**config.mk**
```make
export PLATFORM = sky130hd
export DESIGN_NAME = axi_sram_slave_flat
export DESIGN_NICKNAME = d
export VERILOG_FILES = /design/src/rtl/axi_sram_slave_if.sv /design/src/rtl/axi_sram_slave.sv /design/src/flat_wrapper.sv
export SDC_FILE = /design/constraint.sdc
export NUM_CORES = 1
export LEC_CHECK = 0
export CORE_AREA = 2 2 109 111
export DETAILED_ROUTE_END_ITERATION = 8
export DIE_AREA = 0 0 111 113
export PLACE_DENSITY = 0.85
export SETUP_SLACK_MARGIN = 0.02
export SYNTH_ARGS = -nofsm -noshare
export SYNTH_HDL_FRONTEND = slang
export SYNTH_SLANG_ARGS = --single-unit
```
**constraint.sdc**
```tcl
create_clock -name clk -period 5.8 [get_ports clk]
set_input_delay 0.87 -clock clk [delete_from_list [all_inputs] [get_ports clk]]
set_output_delay 0.87 -clock clk [all_outputs]
set_load 0.005 [all_outputs]
```
**src/rtl/axi_sram_slave_if.sv**
```systemverilog
// AXI4 slave-side bus bundle (AW/W/B/AR/R) between the interconnect and axi_sram_slave.
interface axi_sram_slave_if #(
  parameter int ID_BITS   = 8,
  parameter int ADDR_BITS = 32,
  parameter int DATA_BITS = 32,
  parameter int LEN_BITS  = 4
);
  logic [ID_BITS-1:0]   AWID_S;
  logic [ADDR_BITS-1:0] AWADDR_S;
  logic [LEN_BITS-1:0]  AWLEN_S;
  logic [2:0]           AWSIZE_S;
  logic [1:0]           AWBURST_S;
  logic                 AWVALID_S;
  logic                 AWREADY_S;

  logic [DATA_BITS-1:0] WDATA_S;
  logic [3:0]           WSTRB_S;
  logic                 WLAST_S;
  logic                 WVALID_S;
  logic                 WREADY_S;

  logic [ID_BITS-1:0]   BID_S;
  logic [1:0]           BRESP_S;
  logic                 BVALID_S;
  logic                 BREADY_S;

  logic [ID_BITS-1:0]   ARID_S;
  logic [ADDR_BITS-1:0] ARADDR_S;
  logic [LEN_BITS-1:0]  ARLEN_S;
  logic [2:0]           ARSIZE_S;
  logic [1:0]           ARBURST_S;
  logic                 ARVALID_S;
  logic                 ARREADY_S;

  logic [ID_BITS-1:0]   RID_S;
  logic [DATA_BITS-1:0] RDATA_S;
  logic [1:0]           RRESP_S;
  logic                 RLAST_S;
  logic                 RVALID_S;
  logic                 RREADY_S;

  modport master (
    output AWID_S, AWADDR_S, AWLEN_S, AWSIZE_S, AWBURST_S, AWVALID_S,
    input  AWREADY_S,
    output WDATA_S, WSTRB_S, WLAST_S, WVALID_S,
    input  WREADY_S,
    input  BID_S, BRESP_S, BVALID_S,
    output BREADY_S,
    output ARID_S, ARADDR_S, ARLEN_S, ARSIZE_S, ARBURST_S, ARVALID_S,
    input  ARREADY_S,
    input  RID_S, RDATA_S, RRESP_S, RLAST_S, RVALID_S,
    output RREADY_S
  );

  modport slave (
    input  AWID_S, AWADDR_S, AWLEN_S, AWSIZE_S, AWBURST_S, AWVALID_S,
    output AWREADY_S,
    input  WDATA_S, WSTRB_S, WLAST_S, WVALID_S,
    output WREADY_S,
    output BID_S, BRESP_S, BVALID_S,
    input  BREADY_S,
    input  ARID_S, ARADDR_S, ARLEN_S, ARSIZE_S, ARBURST_S, ARVALID_S,
    output ARREADY_S,
    output RID_S, RDATA_S, RRESP_S, RLAST_S, RVALID_S,
    input  RREADY_S
  );
endinterface

```
**src/rtl/axi_sram_slave.sv**
```systemverilog
// AXI4 responder for one synchronous single-port SRAM; one transaction in flight at a time.
// Optional: define AXI_SRAM_SLAVE_WRAP_BURST_EN for WRAP burst support (otherwise WRAP acts as INCR).
module axi_sram_slave #(
  parameter int ID_BITS       = 8,
  parameter int ADDR_BITS     = 32,
  parameter int DATA_BITS     = 32,
  parameter int LEN_BITS      = 4,
  parameter int MEM_ADDR_BITS = 14
) (
  input  logic                     clk,
  input  logic                     rst,
  axi_sram_slave_if.slave          axi,
  output logic                     sram_cs,
  output logic                     sram_oe,
  output logic [3:0]               sram_web,
  output logic [MEM_ADDR_BITS-1:0] sram_a,
  output logic [31:0]              sram_di,
  input  logic [31:0]              sram_do
);

  typedef enum logic [2:0] {IDLE, RD_ADDR, RD_DATA, WR_DATA, WR_RESP} state_t;

  state_t               state_q, state_d;
  logic [ID_BITS-1:0]   id_q;
  logic [ADDR_BITS-1:0] addr_q, addr_inc, addr_nxt;
  logic [LEN_BITS-1:0]  len_q, cnt_q;
  logic [1:0]           burst_q;
  logic [31:0]          rdata_q;
  logic                 err_q, rd_first_q;
  logic                 aw_hs, ar_hs, w_beat, r_hs, last_beat;

`ifdef AXI_SRAM_SLAVE_WRAP_BURST_EN
  logic [ADDR_BITS-1:0] wrap_mask;

  function automatic logic wrap_len_ok(input logic [LEN_BITS-1:0] len);
    return (len == LEN_BITS'(1)) || (len == LEN_BITS'(3)) ||
           (len == LEN_BITS'(7)) || (len == LEN_BITS'(15));
  endfunction
`endif

  always_comb begin
    last_beat = (cnt_q == len_q);
    aw_hs     = (state_q == IDLE) && axi.AWVALID_S;
    ar_hs     = (state_q == IDLE) && axi.ARVALID_S && !axi.AWVALID_S;
    w_beat    = (state_q == WR_DATA) && axi.WVALID_S;
    r_hs      = (state_q == RD_DATA) && axi.RREADY_S;
  end

  always_comb begin
    addr_inc = addr_q + ADDR_BITS'(4);
    addr_nxt = addr_inc;
`ifdef AXI_SRAM_SLAVE_WRAP_BURST_EN
    wrap_mask = ((ADDR_BITS'(len_q) + ADDR_BITS'(1)) << 2) - ADDR_BITS'(1);
`endif
    if (burst_q == 2'b00) begin
      addr_nxt = addr_q;
    end
`ifdef AXI_SRAM_SLAVE_WRAP_BURST_EN
    // Low bits follow the increment, upper bits stay on the aligned wrap base.
    else if ((burst_q == 2'b10) && wrap_len_ok(len_q)) begin
      addr_nxt = (addr_q & ~wrap_mask) | (addr_inc & wrap_mask);
    end
`endif
  end

  always_ff @(posedge clk or posedge rst) begin
    if (rst) state_q <= IDLE;
    else     state_q <= state_d;
  end

  always_comb begin
    state_d = state_q;
    case (state_q)
      IDLE:    if (aw_hs) state_d = WR_DATA;
               else if (ar_hs) state_d = RD_ADDR;
      RD_ADDR: state_d = RD_DATA;
      RD_DATA: if (r_hs) state_d = last_beat ? IDLE : RD_ADDR;
      WR_DATA: if (w_beat && last_beat) state_d = WR_RESP;
      WR_RESP: if (axi.BREADY_S) state_d = IDLE;
      default: state_d = IDLE;
    endcase
  end

  always_ff @(posedge clk or posedge rst) begin
    if (rst) begin
      id_q       <= '0;
      addr_q     <= '0;
      len_q      <= '0;
      burst_q    <= '0;
      cnt_q      <= '0;
      err_q      <= 1'b0;
      rd_first_q <= 1'b0;
      rdata_q    <= '0;
    end else begin
      rd_first_q <= (state_q == RD_ADDR);
      if (rd_first_q) rdata_q <= sram_do;
      if (aw_hs) begin
        id_q    <= axi.AWID_S;
        addr_q  <= axi.AWADDR_S;
        len_q   <= axi.AWLEN_S;
        burst_q <= axi.AWBURST_S;
        cnt_q   <= '0;
`ifdef AXI_SRAM_SLAVE_WRAP_BURST_EN
        err_q   <= (axi.AWBURST_S == 2'b10) && !wrap_len_ok(axi.AWLEN_S);
`else
        err_q   <= 1'b0;
`endif
      end else if (ar_hs) begin
        id_q    <= axi.ARID_S;
        addr_q  <= axi.ARADDR_S;
        len_q   <= axi.ARLEN_S;
        burst_q <= axi.ARBURST_S;
        cnt_q   <= '0;
`ifdef AXI_SRAM_SLAVE_WRAP_BURST_EN
        err_q   <= (axi.ARBURST_S == 2'b10) && !wrap_len_ok(axi.ARLEN_S);
`else
        err_q   <= 1'b0;
`endif
      end
      if (w_beat || (r_hs && !last_beat)) begin
        addr_q <= addr_nxt;
        cnt_q  <= cnt_q + LEN_BITS'(1);
      end
      if (w_beat && (axi.WLAST_S != last_beat)) err_q <= 1'b1;
    end
  end

  always_comb begin
    axi.AWREADY_S = 1'b0;
    axi.ARREADY_S = 1'b0;
    axi.WREADY_S  = 1'b0;
    axi.BID_S     = '0;
    axi.BRESP_S   = 2'b00;
    axi.BVALID_S  = 1'b0;
    axi.RID_S     = '0;
    axi.RDATA_S   = '0;
    axi.RRESP_S   = 2'b00;
    axi.RLAST_S   = 1'b0;
    axi.RVALID_S  = 1'b0;
    sram_cs       = 1'b0;
    sram_oe       = 1'b0;
    sram_web      = '1;
    sram_a        = '0;
    sram_di       = '0;
    case (state_q)
      IDLE: begin
        // Readies stay low while reset is held so every AXI output reads 0.
        if (!rst) begin
          axi.AWREADY_S = 1'b1;
          axi.ARREADY_S = !axi.AWVALID_S;
        end
      end
      RD_ADDR: begin
        sram_cs = 1'b1;
        sram_oe = 1'b1;
        sram_a  = addr_q[MEM_ADDR_BITS+1:2];
      end
      RD_DATA: begin
        axi.RVALID_S = 1'b1;
        axi.RID_S    = id_q;
        axi.RRESP_S  = err_q ? 2'b10 : 2'b00;
        axi.RLAST_S  = last_beat;
        // SRAM output is only valid in the first cycle; afterwards the latched copy is shown.
        axi.RDATA_S  = rd_first_q ? sram_do : rdata_q;
      end
      WR_DATA: begin
        axi.WREADY_S = 1'b1;
        if (axi.WVALID_S) begin
          sram_cs  = 1'b1;
          sram_web = ~axi.WSTRB_S;
          sram_a   = addr_q[MEM_ADDR_BITS+1:2];
          sram_di  = axi.WDATA_S;
        end
      end
      WR_RESP: begin
        axi.BVALID_S = 1'b1;
        axi.BID_S    = id_q;
        axi.BRESP_S  = err_q ? 2'b10 : 2'b00;
      end
      default: ;
    endcase
  end

endmodule

```
**src/flat_wrapper.sv**
```systemverilog
// flat-port wrapper written by rule: the top's interface ports become plain ports
module axi_sram_slave_flat 
#(
  parameter int ID_BITS       = 8,
  parameter int ADDR_BITS     = 32,
  parameter int DATA_BITS     = 32,
  parameter int LEN_BITS      = 4,
  parameter int MEM_ADDR_BITS = 14
)
  (clk, rst, sram_cs, sram_oe, sram_web, sram_a, sram_di, sram_do, axi_AWID_S, axi_AWADDR_S, axi_AWLEN_S, axi_AWSIZE_S, axi_AWBURST_S, axi_AWVALID_S, axi_AWREADY_S, axi_WDATA_S, axi_WSTRB_S, axi_WLAST_S, axi_WVALID_S, axi_WREADY_S, axi_BID_S, axi_BRESP_S, axi_BVALID_S, axi_BREADY_S, axi_ARID_S, axi_ARADDR_S, axi_ARLEN_S, axi_ARSIZE_S, axi_ARBURST_S, axi_ARVALID_S, axi_ARREADY_S, axi_RID_S, axi_RDATA_S, axi_RRESP_S, axi_RLAST_S, axi_RVALID_S, axi_RREADY_S);
  axi_sram_slave_if #(.ID_BITS(ID_BITS), .ADDR_BITS(ADDR_BITS), .DATA_BITS(DATA_BITS), .LEN_BITS(LEN_BITS)) axi_i ();
  input  logic clk;
  input  logic rst;
  output logic sram_cs;
  output logic sram_oe;
  output logic [3:0] sram_web;
  output logic [MEM_ADDR_BITS-1:0] sram_a;
  output logic [31:0] sram_di;
  input  logic [31:0] sram_do;
  input wire logic [$bits(axi_i.AWID_S)-1:0] axi_AWID_S;
  input wire logic [$bits(axi_i.AWADDR_S)-1:0] axi_AWADDR_S;
  input wire logic [$bits(axi_i.AWLEN_S)-1:0] axi_AWLEN_S;
  input wire logic [$bits(axi_i.AWSIZE_S)-1:0] axi_AWSIZE_S;
  input wire logic [$bits(axi_i.AWBURST_S)-1:0] axi_AWBURST_S;
  input wire logic [$bits(axi_i.AWVALID_S)-1:0] axi_AWVALID_S;
  output wire logic [$bits(axi_i.AWREADY_S)-1:0] axi_AWREADY_S;
  input wire logic [$bits(axi_i.WDATA_S)-1:0] axi_WDATA_S;
  input wire logic [$bits(axi_i.WSTRB_S)-1:0] axi_WSTRB_S;
  input wire logic [$bits(axi_i.WLAST_S)-1:0] axi_WLAST_S;
  input wire logic [$bits(axi_i.WVALID_S)-1:0] axi_WVALID_S;
  output wire logic [$bits(axi_i.WREADY_S)-1:0] axi_WREADY_S;
  output wire logic [$bits(axi_i.BID_S)-1:0] axi_BID_S;
  output wire logic [$bits(axi_i.BRESP_S)-1:0] axi_BRESP_S;
  output wire logic [$bits(axi_i.BVALID_S)-1:0] axi_BVALID_S;
  input wire logic [$bits(axi_i.BREADY_S)-1:0] axi_BREADY_S;
  input wire logic [$bits(axi_i.ARID_S)-1:0] axi_ARID_S;
  input wire logic [$bits(axi_i.ARADDR_S)-1:0] axi_ARADDR_S;
  input wire logic [$bits(axi_i.ARLEN_S)-1:0] axi_ARLEN_S;
  input wire logic [$bits(axi_i.ARSIZE_S)-1:0] axi_ARSIZE_S;
  input wire logic [$bits(axi_i.ARBURST_S)-1:0] axi_ARBURST_S;
  input wire logic [$bits(axi_i.ARVALID_S)-1:0] axi_ARVALID_S;
  output wire logic [$bits(axi_i.ARREADY_S)-1:0] axi_ARREADY_S;
  output wire logic [$bits(axi_i.RID_S)-1:0] axi_RID_S;
  output wire logic [$bits(axi_i.RDATA_S)-1:0] axi_RDATA_S;
  output wire logic [$bits(axi_i.RRESP_S)-1:0] axi_RRESP_S;
  output wire logic [$bits(axi_i.RLAST_S)-1:0] axi_RLAST_S;
  output wire logic [$bits(axi_i.RVALID_S)-1:0] axi_RVALID_S;
  input wire logic [$bits(axi_i.RREADY_S)-1:0] axi_RREADY_S;
  assign axi_i.AWID_S = axi_AWID_S;
  assign axi_i.AWADDR_S = axi_AWADDR_S;
  assign axi_i.AWLEN_S = axi_AWLEN_S;
  assign axi_i.AWSIZE_S = axi_AWSIZE_S;
  assign axi_i.AWBURST_S = axi_AWBURST_S;
  assign axi_i.AWVALID_S = axi_AWVALID_S;
  assign axi_AWREADY_S = axi_i.AWREADY_S;
  assign axi_i.WDATA_S = axi_WDATA_S;
  assign axi_i.WSTRB_S = axi_WSTRB_S;
  assign axi_i.WLAST_S = axi_WLAST_S;
  assign axi_i.WVALID_S = axi_WVALID_S;
  assign axi_WREADY_S = axi_i.WREADY_S;
  assign axi_BID_S = axi_i.BID_S;
  assign axi_BRESP_S = axi_i.BRESP_S;
  assign axi_BVALID_S = axi_i.BVALID_S;
  assign axi_i.BREADY_S = axi_BREADY_S;
  assign axi_i.ARID_S = axi_ARID_S;
  assign axi_i.ARADDR_S = axi_ARADDR_S;
  assign axi_i.ARLEN_S = axi_ARLEN_S;
  assign axi_i.ARSIZE_S = axi_ARSIZE_S;
  assign axi_i.ARBURST_S = axi_ARBURST_S;
  assign axi_i.ARVALID_S = axi_ARVALID_S;
  assign axi_ARREADY_S = axi_i.ARREADY_S;
  assign axi_RID_S = axi_i.RID_S;
  assign axi_RDATA_S = axi_i.RDATA_S;
  assign axi_RRESP_S = axi_i.RRESP_S;
  assign axi_RLAST_S = axi_i.RLAST_S;
  assign axi_RVALID_S = axi_i.RVALID_S;
  assign axi_i.RREADY_S = axi_RREADY_S;
  axi_sram_slave #(.ID_BITS(ID_BITS), .ADDR_BITS(ADDR_BITS), .DATA_BITS(DATA_BITS), .LEN_BITS(LEN_BITS), .MEM_ADDR_BITS(MEM_ADDR_BITS)) u_core (.clk(clk), .rst(rst), .axi(axi_i), .sram_cs(sram_cs), .sram_oe(sram_oe), .sram_web(sram_web), .sram_a(sram_a), .sram_di(sram_di), .sram_do(sram_do));
endmodule
```
==> results.md, run 1 <==
- The flow ran to the end, and the final reports show no timing, DRC or antenna violations.
- The final weighted congestion in routability-driven placement is 0.904.
- The number of standard cells in the final layout excluding fillers is between 800 and 900.
- Registers take 0.00173 mm2.
- The layout has roughly 950 filler cells.
- During I/O placement, the number of pins put on the boundary was 284.
- The placeable core region is between 0.01 and 0.015 mm2.
- The final number of hold-violating endpoints was 0.
- Once detail routing completed, the nets flagged for antenna violations numbered 0.
- The clock reaches the later pin of the worst-skew pair after between 0.3 and 0.4 ns.
- Setup repair after global routing left no endpoint under its margin.
- The floorplan step defined a die boundary enclosing between 0.01 and 0.015 mm2.
- For the final database, setup skew stands at 0.00514 ns.
- The growth of design area from synthesis to finish is 67.0%.
- For this run the aggregate overflow at the end of global routing stands at 0.
- For this block, the via count after detailed routing is around 4200.
- The most frequent cell on the critical path is clkdlybuf4s50_1.
- OpenSTA, run right after detailed placement, puts the worst setup slack at roughly 1.6 ns.
- The total number of nets in the final design is 841.
- In this run, synthesis inferred 0 flip-flops with an integrated enable.
- For this run, the leading register cell type out of synthesis is dfrtp_1.
- Summed over all instances, the cell type with the most area after synthesis is dfrtp_1.
- Per report_power, the clock group accounts for 18.2% of the total.
- The global-route usage over all layers is around 22%.
- Of the total power, the share spent switching nets is about a third.
- In this run, the combinational gates consume about half of the power.
- The critical path is of the primary input to output pin type.
- Timing would allow up to 243 MHz.
- In this run the cell area of the synthesized design comes to 0.00410 mm2.
- The count of unique library cells instantiated by Yosys is 48.
- The number of standard cells after synthesis is roughly 450.
- The number of max-slew violations in the final report is 0.
- Once the clock tree was built, the resizer swapped 0 gates to a different size.
- The TritonCTS sink count is 69.
- The via density per instance is around 5.1.
- The required time of the worst setup path is 4.93 ns.
- For this design, the CTS-stage hold fixing added 0 buffers.
- In the final routed layout, each cell accounts on average for 17.1 um.
- CTS placed an instance of clkbuf_16 at the clock tree root.
- TritonCTS built the clock tree.
- The fraction of layout instances using a drive strength above 1 is slightly above 9%.
- The top cell type's share of synthesized area is ~42%.
- The signal on the critical path passes through clkdlybuf4s50_1 -> buf_4 -> inv_1 -> a21oi_1 -> and2_1 -> clkdlybuf4s50_1.
- The final layout contains routed wiring with a total length of about 14000 um.
- The pre-antenna-repair detailed-routing pass consisted of 5 iterations.
- Leaving out fill and tap cells, the most frequent cells in the layout are clkdlybuf4s50_1, and2_1, dfrtp_1.
- After detailed routing, the number of remaining DRC violations is 0.
- The number of global-route vias before repair is approximately 4200.
- The power per unit of standard cell area is 435 mW/mm2.
- For this configuration, the core starts out at a cell density of 36.4%.
- The die is about 110 um tall.
- The average cell area after synthesis is around 9 um2.
- The post-DP HPWL is roughly 10000 um.
- In this run the worst path has a maximum fanout of 35.
- The async set-reset flop share out of synthesis is between 90% and 100%.
- The first routing iteration left around 230 violations.
- Summing all multi-input logic gate instances after layout gives about 0.0022 mm2.
- STA classifies the critical path endpoint as an output pin.
- The critical path's largest stage delay is between 0.7 and 0.8 ns.
- The count of placed standard cells including taps is between 700 and 800.
- Sorting the synthesized cells by area gives the leading types as dfrtp_1, and2_1, mux2_2.
- The first-pass GRT wire length is between 20000 and 25000 um.
- The leakage power summed over all cells is about 2.8 nW.
- In the final timing run, aggregate negative setup slack is 0 ns.
- In the post-route analysis, the smallest setup slack over all paths is 1.69 ns.
- The initial antenna violation count is 0.
- The number of diodes is 0.
- The register bit total from synthesis is between 60 and 70.
- The clock period could shrink to around 4.1 ns.
- The fraction of power consumed by sequential logic is between 30% and 40%.
- During placement, the flow inserted port buffers numbering around 240.
- The path class of the tightest hold or removal check is flip-flop to flip-flop.
- The sequential fraction of the synthesis area is around 42%.
- The number of rows created at floorplan is 39.
- The most frequent standard cell in the layout excluding fill and tap cells is clkdlybuf4s50_1.
- Dividing the final minimum period by the clock period gives between 70% and 80%.
- At the pin with the least slew margin, the transition time is around 1.3 ns.
- During synthesis, Yosys emitted a total of 0 warnings.
- The pin count of the biggest net entering global routing is 70.
- The number of buffers on the longest clock path is 2.
- The analysis attributes to net switching a power of slightly above 1 mW.
- The internal power is between 1.5 and 2 mW.
- The highest ir drop seen on vdd is between 0.0002 and 0.00025 V.
- The horizontal die dimension is around 110 um.
- Clock-pin slew was measured on the worst setup and hold paths at approximately 0.06 ns.
- In this run, CTS created clock tree buffers numbering 9.
- The H-tree generated during clock tree synthesis spans 3 levels.
- The critical path startpoint category is a primary input.
- Data arrives at the worst endpoint at approximately 3.2 ns.
- The post-CTS setup buffer count is 0.
- The max-capacitance violation count is 0.
- Setup violations remaining at the end of the flow were counted as 0.
- Headroom to the max-slew limit came out at 13.8%.
- The slowest cell on the critical path is a21oi_1.
[power by group through the flow]
stage / Clock [mW] / Sequential, mW / Combinational (mW)
2_1_floorplan: 0 / 0.817 / 0.885
3_3_place_gp: 0 / 0.895 / 1.48
3_5_place_dp: 0 / 0.914 / 1.53
4_1_cts: 0.557 / 0.908 / 1.54
5_1_grt: 0.579 / 0.938 / 1.67
6_report: 0.543 / 0.909 / 1.53
[final cells by class]
cell class	count	area share, %
repair buffers	243	35.4
multi-input cells	337	32.1
flip-flops and latches	69	25.2
clock inverters	7	1.10
inverters	5	0.274
clock buffers	9	3.29
well taps	143	2.61
[synthesized netlist by cell type (3+ instances only)]
| master | n |
|---|---|
| buf_2 | 4 |
| nor3_1 | 5 |
| mux2i_1 | 7 |
| nand4_1 | 3 |
| clkbuf_1 | 24 |
| and2_1 | 71 |
| o22ai_1 | 16 |
| and3_1 | 37 |
| nand3_1 | 9 |
| o21ai_0 | 12 |
| buf_1 | 4 |
| a311oi_1 | 3 |
| inv_1 | 5 |
| a21oi_1 | 23 |
| nand2_1 | 42 |
| a31oi_1 | 10 |
| a32oi_1 | 3 |
| xnor2_1 | 6 |
| a211oi_1 | 4 |
| o21a_1 | 4 |
| dfrtp_1 | 69 |
| mux2_2 | 32 |
| nor2_1 | 17 |
| nand2b_1 | 3 |
| or3_1 | 3 |
[metrics by stage]
| step | hold WS, ns | instance area (um2) | util (%) | total power [mW] |
|---|---|---|---|---|
| after global routing | 0.504 | 6840 | 60.7 | 3.19 |
| after CTS | 0.496 | 6840 | 60.7 | 3.01 |
| final | 0.490 | 6840 | 60.7 | 2.98 |
| after global placement | 0.473 | 6540 | 58.0 | 2.37 |
| after floorplan | 0.455 | 4100 | - | 1.70 |
| after detailed placement | 0.482 | 6540 | 58.0 | 2.44 |
[metal layers]
layer	share of wire (%)	vias up	wire length [um]	track usage, %
li1	-	2007	-	-
met1	40	1972	5600	26.2
met2	52	190	7200	38.1
met3	6.5	14	900	5.36
met4	1.3	0	187	6.25
met5	0	-	0	0
[cell families (layout without fill, tap and decap cells)]
logic type      count (synthesis)  after routing  share of synthesized area (%)
xor+xnor                        7              7                           1.50
flops                          69             69                           42.1
mux                            39             39                           10.5
other cells                     1              2                         0.0915
buf+inv                        41            264                           4.43
compound gates                 88             88                           14.0
fa+ha+maj                       2              2                          0.611
simple gates                  199            199                           26.8
[final timing paths]
| path | from | slack (ns) | cells past startpoint | endpoint |
|---|---|---|---|---|
| worst max register to register | u_core.state_q[0] | 2.84 | 5 | u_core.addr_q[5] |
| min in group asynchronous | rst | 1.19 | 3 | u_core.id_q[6] |
| max in group asynchronous | rst | 4.05 | 3 | u_core.rd_first_q |
| worst min register to register | u_core.rdata_q[1] | 0.49 | 1 | u_core.rdata_q[1] |
| worst max-delay path | axi_WVALID_S | 1.69 | 6 | sram_a[5] |
| worst min-delay path | u_core.rdata_q[1] | 0.49 | 1 | u_core.rdata_q[1] |
[state kept, by name (all words and copies together) (netlist names)]
register	flops
u_core.id_q	8
u_core.rd_first_q	1
u_core.err_q	1
u_core.len_q	4
u_core.burst_q	2
u_core.cnt_q	4
u_core.rdata_q	32
u_core.addr_q	14
u_core.state_q	3
[worst max-delay path: cells and delay by family]
| kind | cells | cell delay, ns |
|---|---|---|
| buf+inv | 4 | 1.34 |
| compound gates | 1 | 0.78 |
| simple gates | 1 | 0.24 |
Power figures use the tool's default switching activity.
==> run 2: changes to the inputs <==
CORE_AREA = default   (was 2 2 109 111)
CORE_UTILIZATION = 32   (was default)
DIE_AREA = default   (was 0 0 111 113)
PLACE_DENSITY = 0.8   (was 0.85)
clock period = 3.5 ns   (was 5.8 ns; I/O delays follow)
==> results.md, run 2 (synthesized netlist as in run 1, its figures left out) <==
- The final number of hold-violating endpoints is 0.
- After layout, the design draws a total of a little under 5 mW.
- For this design the static power due to leakage is between 2 and 3 nW.
- The post-detailed-route count of antenna-violating nets is 0.
- The later pin in the worst-skew pair is clocked with a latency of about 0.33 ns.
- The post-DP HPWL is slightly above 10000 um.
- For the pin with the worst max-slew slack, the measured transition is roughly 0.95 ns.
- The power per unit of standard cell area is ~710 mW/mm2.
- Buffers inserted to repair hold after CTS numbered 0.
- STA classifies the critical path startpoint as a flip-flop.
- The starting density of the core is 33.4%.
- After detailed routing, the total wire length is between 10000 and 15000 um.
- The initial antenna violation count is 0.
- Clock tree synthesis inserted a total of 9 buffers.
- The quantity of gates resized following cts is 0.
- The post-CTS clock slew at the launch and capture registers of the worst setup and hold paths is about 0.060 ns.
- u_core.rdata_q holds more flip-flops than any other register.
- The ratio of final minimum period to clock period is just under 80%.
- The count of cells along the worst register-to-register path is 6.
- The H-tree depth is 3.
- Compared with the post-synthesis result, the final layout area differs by 69.3%.
- The number of cells on the worst hold path is 1.
- Leaving out fill and tap cells, the most frequent cell in the layout is clkdlybuf4s50_1.
- The first-pass GRT wire length is between 20000 and 25000 um.
- 284 I/O pins were placed.
- The first TritonRoute pass finished after 4 iterations.
- Setup total negative slack on the finished layout was measured at 0 ns.
- Leaving out fill and tap cells, the most frequent cells in the layout are clkdlybuf4s50_1, and2_1, dfrtp_1.
- The placed instances occupy a cell area of about 0.0067 mm2.
- For this run the aggregate overflow at the end of global routing stands at 0.
- The max-capacitance violation count is 0.
- The post-route cell area is 0.00694 mm2.
- The largest registers in the layout are u_core.rdata_q (32), u_core.addr_q (14), u_core.id_q (8).
- Measured on the finished design, the core utilization comes to around 57%.
- Across all setup checks in the final design, the least slack found is roughly 0.74 ns.
- The worst setup path category is flip-flop to output pin.
- Dividing the detail-routed wire length by the instance count gives approximately 16 um.
- The run finished with clean final reports.
- Setup violations remaining at the end of the flow were counted as 0.
- During placement, the flow inserted port buffers numbering roughly 240.
- The number of flip-flops in the largest register is 32.
- The global-route usage over all layers is approximately a fifth.
- TritonCTS built the clock tree.
- The achievable clock frequency is ~360 MHz.
- Routability-driven placement finished with a final weighted congestion of roughly 0.82.
- The horizontal die dimension is 115 um.
- The die covers ~0.013 mm2.
- The height of the die is roughly 120 um.
- The placeable core region is 0.0123 mm2.
- The detailed router used layers up to and including met4.
- The clock tree skew after final layout is approximately 0.0074 ns.
- Setup repair after global routing left no endpoint under its margin.
- The nature of the critical path endpoint is an output pin.
- The total number of nets in the final design is 850.
- The worst min-delay path category is flip-flop to flip-flop.
- Data on the critical path is required at its endpoint by a little under 3 ns.
- The TritonCTS sink count is between 60 and 70.
- The via total after detailed routing is about 4200.
- The minimum clock period after layout is 2.76 ns.
- After detailed routing, the met2 layer carries 6800 um of wire.
- The cell at the root of the clock tree is clkbuf_16.
- The via density per instance is between 4 and 5.
- The number of max-slew violations in the final report is 0.
- The worst-path maximum fanout is 13.
- For the worst setup path, the data arrival time is around 2.2 ns.
- After detailed routing, the wire length on met1 is ~5600 um.
- The starting DRC count in detailed routing is roughly 280.
- The number of global-route vias before repair was between 4000 and 5000.
- Post-CTS timing repair inserted 0 buffers for setup.
- The relative slew slack is between 30% and 40%.
- For this run, design rule violations remaining after detail routing come to 0.
- The repair_antennas step left the layout with diodes totalling 0.
- In the detailed route, the total length drawn on met3 is about 1100 um.
- The pin count of the biggest net entering global routing is 43.
- The highest ir drop seen on vdd is roughly 0.00033 V.
- Before CTS, the worst setup slack after placement is about 0.77 ns.
- The fraction of layout instances using a drive strength above 1 is around 10%.
- The number of rows created at floorplan is 40.
- The clock passes through at most 2 buffers.
run 2: stage by stage:
stage / hold WS, ns / instances
after floorplan: 0.455 / 447
after global placement: 0.473 / 831
after detailed placement: 0.482 / 831
after CTS: 0.495 / 847
after global routing: 0.511 / 847
final: 0.490 / 847
run 2: cell type report:
type,instances,area (um2)
repair buffers,252,2500
multi-input cells,337,2200
well taps,168,210
fillers,1091,5320
clock inverters,6,46.3
flip-flops and latches,69,1730
clock buffers,10,239
inverters,5,18.8
run 2: critical path, stage by stage, from the launching register on:
cell             delay (ns)
dfrtp_1                0.50
or3_1                  0.64
nor3_1                 0.23
clkdlybuf4s50_1        0.53
run 2: final timing paths:
path	end	slack [ns]	start
setup reg to reg	u_core.addr_q[8]	1.08	u_core.state_q[0]
min in group asynchronous	u_core.len_q[0]	0.68	rst
max in group asynchronous	u_core.id_q[1]	2.16	rst
setup / recovery	axi_ARREADY_S	0.74	u_core.state_q[0]
hold / removal	u_core.rdata_q[20]	0.49	u_core.rdata_q[20]
hold reg to reg	u_core.rdata_q[20]	0.49	u_core.rdata_q[20]
run 2: routing by layer:
metal | global-route usage (%) | vias up
li1 | - | 2026
met1 | 24.7 | 2001
met2 | 34.8 | 180
met3 | 5.01 | 20
met4 | 5.97 | 0
met5 | 0 | -
run 2: report_power, final:
group / switching [mW] / total, mW / internal [mW]
clock: 0.352 / 0.854 / 0.502
sequential: 0.272 / 1.46 / 1.18
combinational: 1.08 / 2.61 / 1.53
==> run 3: changes to the inputs <==
CORE_AREA = 2 2 110 112   (was default)
CORE_UTILIZATION = default   (was 32)
DIE_AREA = 0 0 112 114   (was default)
PLACE_DENSITY = 0.84   (was 0.8)
clock period = 2.75 ns   (was 3.5 ns; I/O delays follow)
==> results.md, run 3 (synthesized netlist as in run 1, its figures left out) <==
- The run finished with clean final reports.
- Setup repair after global routing left no endpoint under its margin.
- For the pin with the worst max-slew slack, the measured transition is 0.911 ns.
- The tree is rooted in a clkbuf_16.
- The number of fillers in the final layout is about 990.
- The total global routing overflow is 0.
- The H-tree depth is 3.
- By startpoint and endpoint, the worst setup path is classified as flip-flop to output pin.
- The max-capacitance violation count is 0.
- Including well taps, the total number of placed cells is between 800 and 900.
- The nature of the critical path endpoint is an output pin.
- The post-detailed-route count of antenna-violating nets is 0.
- The final number of hold-violating endpoints is 0.
- The final weighted congestion in routability-driven placement is 0.875.
- The critical path startpoint category is a flip-flop.
- The via total after detailed routing is around 4200.
- The final worst-path setup slack is 0.157 ns.
- Counting every sink on the clock net gives 69.
- The number of global-route vias before repair is about 4200.
- The minimum clock period after layout is between 2 and 3 ns.
- The register with the highest flop count is u_core.rdata_q.
- After clock tree synthesis, the clock-pin slew on the worst setup and hold paths is around 0.06 ns.
- Leaving out fill and tap cells, the most frequent cell in the layout is clkdlybuf4s50_1.
- The total power consumption of the routed design is approximately 6.6 mW.
- Once the floorplan was initialized, standard cells occupied between 30% and 40% of the core.
- Dividing the detail-routed wire length by the instance count gives ~17 um.
- The count of buffers from port buffering is between 200 and 250.
- Leaving out fill and tap cells, the most frequent cells in the layout are clkdlybuf4s50_1, and2_1, dfrtp_1.
- The arrival time of data at the critical path endpoint is between 2 and 2.5 ns.
- The number of buffers on the longest clock path is 2.
- The wire-length estimate of the detail-placed layout is about 10000 um.
- The quantity of gates resized following cts is 0.
- The sequential standard cell area is 0.00173 mm2.
- Buffers added to address setup during post-CTS repair amount to 0.
- The die covers 0.0128 mm2.
- The first global-routing pass estimated 21400 um of wire.
- The required time of the worst setup path is 2.34 ns.
- The TritonCTS clock tree is built.
- The worst-path maximum fanout is 36.
- The starting DRC count in detailed routing is between 200 and 300.
- Prior to clock tree synthesis, the placed netlist has a worst setup slack of about 0.31 ns.
- The largest registers in the layout are u_core.rdata_q (32), u_core.addr_q (14), u_core.id_q (8).
- Counting the buffers created by CTS gives 9.
- Across all hold checks on the routed design, the worst slack comes to 0.489 ns.
- The via density per instance is 5.07.
- The initial antenna violation count is 0.
- The relative slew slack is about two fifths.
- Summing all placed instances gives a cell area of between 0.006 and 0.007 mm2.
- In the finished design, the share of the clock period the worst path needs comes to a little over nine tenths.
- The clock latency of the later-clocked register in the worst-skew pair is approximately 0.34 ns.
- Excluding fillers, the count of instances in the completed layout stands at about 830.
- The routed wire length is around 14000 um.
- Measured along the y axis, the die boundary spans ~110 um.
- In this run the horizontal extent of the chip is 112 um.
- The footprint of the multi-input gates is around 0.0022 mm2.
- Global routing consumed, over all layers together, between 20% and 30% of the routing resources.
- The analysis attributes to cell leakage a power of 2.96 nW.
- The number of rows created at floorplan is 40.
- The highest ir drop seen on vdd is 0.000523 V.
- The number of diodes is 0.
- The count of pins on the block boundary is 284.
- With fillers left out, the area of the finished cells amounts to between 0.007 and 0.008 mm2.
- Static timing analysis puts the maximum clock frequency at 386 MHz.
- For this design, the CTS-stage hold fixing added 0 buffers.
- Entering global routing, the biggest net connects between 40 and 50 pins.
- For this design the ratio of total power to cell area is around 940 mW/mm2.
- The placeable core region is 0.0117 mm2.
- The number of flip-flops in the largest register is 32.
- The growth of design area from synthesis to finish is 71.6%.
- At the end of the flow the core is filled with cells to roughly three fifths.
- The number of max-slew violations in the final report is 0.
- The clock tree skew after final layout is 0.00610 ns.
- For this run, the detailed router's first-pass iteration total came to 4.
- For the final routed database, the setup TNS stands at 0 ns.
- The number of design rule violations left after detail routing is 0.
- The path class of the tightest hold or removal check is flip-flop to flip-flop.
- The number of setup violations in the final report is 0.
- The fraction of layout instances using a drive strength above 1 is 11.2%.
- The total number of nets in the final design is around 860.
-- run 3: cell types whose count changed in the layout (fill, tap and decap cells not counted), sizes merged --
cell,previous run,this run
buf,13,20
bufinv,0,3
clkbuf,10,11
clkinv,3,0
clkinvlp,2,1
-- run 3: worst paths after layout --
path,from,end,slack (ns),cells past startpoint
max,u_core.state_q[0],sram_web[2],0.16,5
min,u_core.rdata_q[8],u_core.rdata_q[8],0.49,1
max reg2reg,u_core.state_q[0],u_core.addr_q[8],0.35,7
min reg2reg,u_core.rdata_q[8],u_core.rdata_q[8],0.49,1
max in group asynchronous,rst,u_core.rdata_q[13],1.52,3
min in group asynchronous,rst,u_core.len_q[2],0.56,2
-- run 3: metal layers --
| metal | track usage, % | part of all wire [%] | vias up |
|---|---|---|---|
| li1 | - | - | 2044 |
| met1 | 25.6 | 41 | 1966 |
| met2 | 35.5 | 50 | 182 |
| met3 | 4.73 | 7.0 | 29 |
| met4 | 9.43 | 2.6 | 0 |
| met5 | 0 | 0 | - |
-- run 3: worst max-delay path: stages (launching register included) --
cell and delay [ns]:
dfrtp_1 0.56, and3b_1 0.22, buf_4 0.28, and2_1 0.25
nand2_1 0.07, clkdlybuf4s50_1 0.46
-- run 3: where the power goes --
group          total (mW)  switching (mW)  leakage (nW)  internal (mW)
Combinational        3.36            1.41          1.97           1.96
Clock                1.36           0.444         0.166          0.914
Sequential           1.87           0.360         0.824           1.51
-- run 3: cell type report --
cell class	count	share of cell area, %
tap	147	2.62
timing repair buffer	259	36.3
clock inverter	5	1.51
sequential	69	24.6
multi-input combinational	337	31.2
clock buffer	11	3.45
inverter	5	0.267
